File: config.mk
export PLATFORM = sky130hd
export DESIGN_NAME = seg_serial_ctrl
export DESIGN_NICKNAME = d
export VERILOG_FILES = /design/src/rtl/seg_serial_ctrl.sv
export SDC_FILE = /design/constraint.sdc
export NUM_CORES = 1
export LEC_CHECK = 0
export ABC_AREA = 1
export CAP_MARGIN = 25
export CORE_MARGIN = 2
export CORE_UTILIZATION = 35
export DETAILED_ROUTE_END_ITERATION = 8
export GPL_ROUTABILITY_DRIVEN = 0
export PLACE_DENSITY = 0.63
export SLEW_MARGIN = 20
export SYNTH_ARGS = -nofsm -noshare
export SYNTH_HDL_FRONTEND = slang
export SYNTH_SLANG_ARGS = --single-unit
File: constraint.sdc
create_clock -name clk -period 5.75 [get_ports clk]
set_clock_uncertainty 0.15 [all_clocks]
set_input_delay 1.15 -clock clk [delete_from_list [all_inputs] [get_ports clk]]
set_output_delay 1.15 -clock clk [all_outputs]
set_load 0.03 [all_outputs]
File: src/rtl/seg_serial_ctrl.sv
// Serial 7-segment chain driver: captures a frame, shifts it MSB-first on a divided clock,
// blanks the display while shifting and coalesces mid-frame refresh requests into one.
module seg_serial_ctrl #(
  parameter int WIDTH = 64,
  parameter int HALF  = 2
) (
  input  logic             clk,
  input  logic             rst,
  input  logic             start,
  input  logic [WIDTH-1:0] seg_data,
  output logic             seg_clk,
  output logic             seg_sout,
  output logic             seg_pen,
  output logic             seg_clrn,
  output logic             busy,
  output logic             done
);

  localparam int CW = $clog2(WIDTH);
  localparam int PW = (HALF > 1) ? $clog2(HALF) : 1;

  typedef enum logic [1:0] {IDLE, LOW, HIGH, DONE} state_t;

  state_t           state_q, state_d;
  logic [PW-1:0]    ph_q, ph_d;
  logic [CW-1:0]    cnt_q, cnt_d;
  logic [WIDTH-1:0] shadow_q, shadow_d;
  logic             pend_q, pend_d;
  logic             seg_clk_q, seg_clk_d;
  logic             seg_sout_q, seg_sout_d;
  logic             seg_pen_q, seg_pen_d;
  logic             seg_clrn_q;
  logic             busy_q, busy_d;
  logic             done_q, done_d;
  logic             capture, shift;
  logic             phase_end, last_bit;

  assign phase_end = (ph_q == PW'(HALF - 1));
  assign last_bit  = (cnt_q == CW'(WIDTH - 1));

  always_ff @(posedge clk) begin
    if (rst) begin
      state_q    <= IDLE;
      ph_q       <= '0;
      cnt_q      <= '0;
      shadow_q   <= '0;
      pend_q     <= 1'b0;
      seg_clk_q  <= 1'b0;
      seg_sout_q <= 1'b0;
      seg_pen_q  <= 1'b0;
      seg_clrn_q <= 1'b0;
      busy_q     <= 1'b0;
      done_q     <= 1'b0;
    end else begin
      state_q    <= state_d;
      ph_q       <= ph_d;
      cnt_q      <= cnt_d;
      shadow_q   <= shadow_d;
      pend_q     <= pend_d;
      seg_clk_q  <= seg_clk_d;
      seg_sout_q <= seg_sout_d;
      seg_pen_q  <= seg_pen_d;
      seg_clrn_q <= 1'b1;
      busy_q     <= busy_d;
      done_q     <= done_d;
    end
  end

  always_comb begin
    state_d  = state_q;
    ph_d     = ph_q;
    cnt_d    = cnt_q;
    shadow_d = shadow_q;
    pend_d   = pend_q;
    capture  = 1'b0;
    shift    = 1'b0;
    case (state_q)
      IDLE: capture = start;
      LOW: begin
        pend_d = pend_q | start;
        if (phase_end) begin
          state_d = HIGH;
          ph_d    = '0;
        end else begin
          ph_d = ph_q + PW'(1);
        end
      end
      HIGH: begin
        pend_d = pend_q | start;
        if (phase_end) begin
          ph_d = '0;
          if (last_bit) begin
            state_d = DONE;
          end else begin
            shift   = 1'b1;
            cnt_d   = cnt_q + CW'(1);
            state_d = LOW;
          end
        end else begin
          ph_d = ph_q + PW'(1);
        end
      end
      DONE: begin
        if (pend_q || start) begin
          capture = 1'b1;
          pend_d  = 1'b0;
        end else begin
          state_d = IDLE;
        end
      end
      default: state_d = IDLE;
    endcase
    // Shadow shifts left so the next bit to send always sits just below the MSB.
    if (capture) begin
      state_d  = LOW;
      ph_d     = '0;
      cnt_d    = '0;
      shadow_d = seg_data;
    end else if (shift) begin
      shadow_d = shadow_q << 1;
    end
  end

  always_comb begin
    seg_clk_d = (state_d == HIGH);
    busy_d    = (state_d == LOW) || (state_d == HIGH);
    done_d    = (state_d == DONE);
    seg_pen_d = seg_pen_q;
    if (state_d == DONE)
      seg_pen_d = 1'b1;
    else if (busy_d)
      seg_pen_d = 1'b0;
    seg_sout_d = seg_sout_q;
    if (capture)
      seg_sout_d = seg_data[WIDTH-1];
    else if (shift)
      seg_sout_d = shadow_q[WIDTH-2];
    else if (state_d == DONE)
      seg_sout_d = 1'b0;
  end

  assign seg_clk  = seg_clk_q;
  assign seg_sout = seg_sout_q;
  assign seg_pen  = seg_pen_q;
  assign seg_clrn = seg_clrn_q;
  assign busy     = busy_q;
  assign done     = done_q;

endmodule
==> metrics.yaml <==
status: "finished, final reports clean"
clockBufferDepth: 2
clk_latency_ps: 340
path_buf_inv: 3
setup.worst_path.class: "primary input to flip-flop"
crit_chain: "clkdlybuf4s50_1, nand2_1, nand2_2, buf_4, nand2_4, nand2_4, clkinv_4, nand2_1, a21oi_1"
clkTransAtPathRegs_ps: 60
yosys-top-cells-area: "dfxtp_1 39%, nand2_1 23%, nand3_1 7.4%"
wl_um: 9510
start_kind: "primary input"
post-place-ws_ps: 1460
viasPerCell: 4.81
fin_crit_ps: 3920
via_count: 3790
yosysWarnings: 0
drive_gt1_frac: 0.109
setup-violations-final: 0
drt_iter0_markers: 267
cp.arrival_ps: 3950
synth_largest_area_cell: "dfxtp_1"
fin_ws_ps: 1830
cts_root_buf: "clkbuf_16"
r2r_cells: 9
holdPathStages: 2
synth_nets: 667
required_ps: 5780
die-area_um2: 12400
r2r-start: "state_q[0]"
hp-start: "shadow_q[49]"
fmaxAchievable_mhz: 255
synth-seq-cells: 79
finalHoldViolations: 0
crit_family: "buffers and inverters"
period_share: 0.681
route.antenna.remaining_nets: 0
power.density_nw_per_um2: 288
dp_hpwl_um: 5660
fp.dieW_um: 112
hold_path.class: "flip-flop to flip-flop"
final_util: 0.445
cp_max_fo: 64
max_stage_delay_ps: 640
timing.rr.end: "shadow_q[11]"
avgSynthCellArea_um2: 6.85
finalSetupTns_ps: 0
post-cts-setup-buffers: 0
layout_common_cells: "253 x nand2_1, 79 x dfxtp_1, 71 x clkdlybuf4s50_1, 60 x nand3_1, 49 x a21oi_1"
slowest_stage: "clkinv_4"
cp-end-kind: "flip-flop"
rows: 39
wl_per_cell_um: 12.1
coreArea_um2: 11400
cts_tree: "built"
grt.overflow.total: 0
slew_headroom: 0.444
rsz0062_at_grt: "false"
min_to: "shadow_q[49]"
synthCells: 591
final-max-slew-violation-count: 0
dieHeight_um: 112
hold_slack_ps: 314
grt_pass1_wl_um: 16300
synthDominantCellAreaShare: 0.390
pin_count: 73
syn_to_final_growth_pct: 24.9
final_common_cell: "nand2_1"
antenna_cells: 0
cts_sinks: 79
track_usage: 0.156
initial_core_util: 0.356
cts_made_buffers: 9
first_pass_iters: 5
ff2ff_setup_slack_ps: 2450
grt_pass1_vias: 3668
worst_pin_slew_ps: 835
cts_hold_buf: 0
h-tree-depth: 3
drc: 0
ys_types: 28
antenna_found_initial: 0
seq_area_frac_synth: 0.390
synth.cell_area_um2: 4050
p_leak_nw: 2.04
vdd_drop_max_mv: 0.130
maxCapViolCount: 0
layout.nets: 716
io_buffer_count: 72
cts_resized: 0
grt_max_degree: 68
-- flip-flops by register name, summed over array words and instances (netlist names) --
| name | flops |
|---|---|
| pend_q | 1 |
| state_q | 2 |
| seg_pen | 1 |
| seg_sout | 1 |
| ph_q | 1 |
| seg_clk | 1 |
| seg_clrn | 1 |
| busy | 1 |
| cnt_q | 6 |
| shadow_q | 63 |
| done | 1 |
-- metrics by stage --
step,power (W),instances,cell area [µm²]
floorplan,0.000797,591,4050
global placement,0.000863,771,4730
detailed placement,0.000866,771,4730
CTS,0.00147,787,5040
global route,0.00153,788,5060
finish,0.00146,788,5060
-- cell families after synthesis --
| logic type | count (synthesis) | share of synthesized area |
|---|---|---|
| AOI/OAI and AO/OA | 78 | 0.117 |
| xor gates and xnor gates | 2 | 0.00433 |
| adders and majority gates | 9 | 0.0278 |
| buffers and inverters | 58 | 0.0794 |
| DFF | 79 | 0.390 |
| and+or+nand+nor | 365 | 0.381 |
-- how the worst max path moves through the flow --
| stage | startpoint | end | slack, ps | cells after the start |
|---|---|---|---|---|
| after detailed placement | start | shadow_q[16] | 1460 | 9 |
| after floorplan | start | seg_pen | 3130 | 12 |
| after global routing | start | shadow_q[16] | 1570 | 9 |
| after global placement | start | shadow_q[16] | 1500 | 9 |
| final | start | shadow_q[11] | 1830 | 9 |
| after CTS | start | shadow_q[16] | 1810 | 9 |
-- area by class of cell --
class / count / area (µm²)
clock inverter: 5 / 81.3
timing repair buffer: 76 / 758
multi-input combinational: 454 / 2150
tap: 143 / 179
fill: 1174 / 6310
inverter: 20 / 80.1
sequential: 79 / 1580
clock buffer: 11 / 233
-- cell usage after synthesis, drive strengths merged --
| library cell | count |
|---|---|
| o21ai | 7 |
| nor4 | 1 |
| nand4 | 1 |
| inv | 19 |
| nand3b | 1 |
| clkbuf | 10 |
| nor3 | 1 |
| dfxtp | 79 |
| nand2 | 277 |
| buf | 28 |
| clkinv | 1 |
| ha | 9 |
| nand3 | 61 |
| a21oi | 70 |
| o31ai | 1 |
| xor2 | 2 |
| nor2 | 23 |
-- power by group --
part | switching, W | internal [W] | total [W]
clock | 0.000221 | 0.000381 | 0.000602
sequential | 0.0000157 | 0.000576 | 0.000592
combinational | 0.000162 | 0.000104 | 0.000265
total | 0.000398 | 0.00106 | 0.00146
-- metal layers --
metal,track usage,part of all wire
met5,0,0
met4,0.0691,0.017
met3,0.0305,0.051
met2,0.264,0.46
met1,0.194,0.48
-- worst register-to-register path, delay by kind of cell, from the launching register on --
family / cells / cell delay (ps)
flip-flops: 1 / 370
AO/OA/AOI/OAI: 1 / 80
buffers and inverters: 4 / 1320
adder cells (fa/ha/maj): 1 / 350
AND/OR/NAND/NOR: 3 / 870
Power figures use the tool's default switching activity.
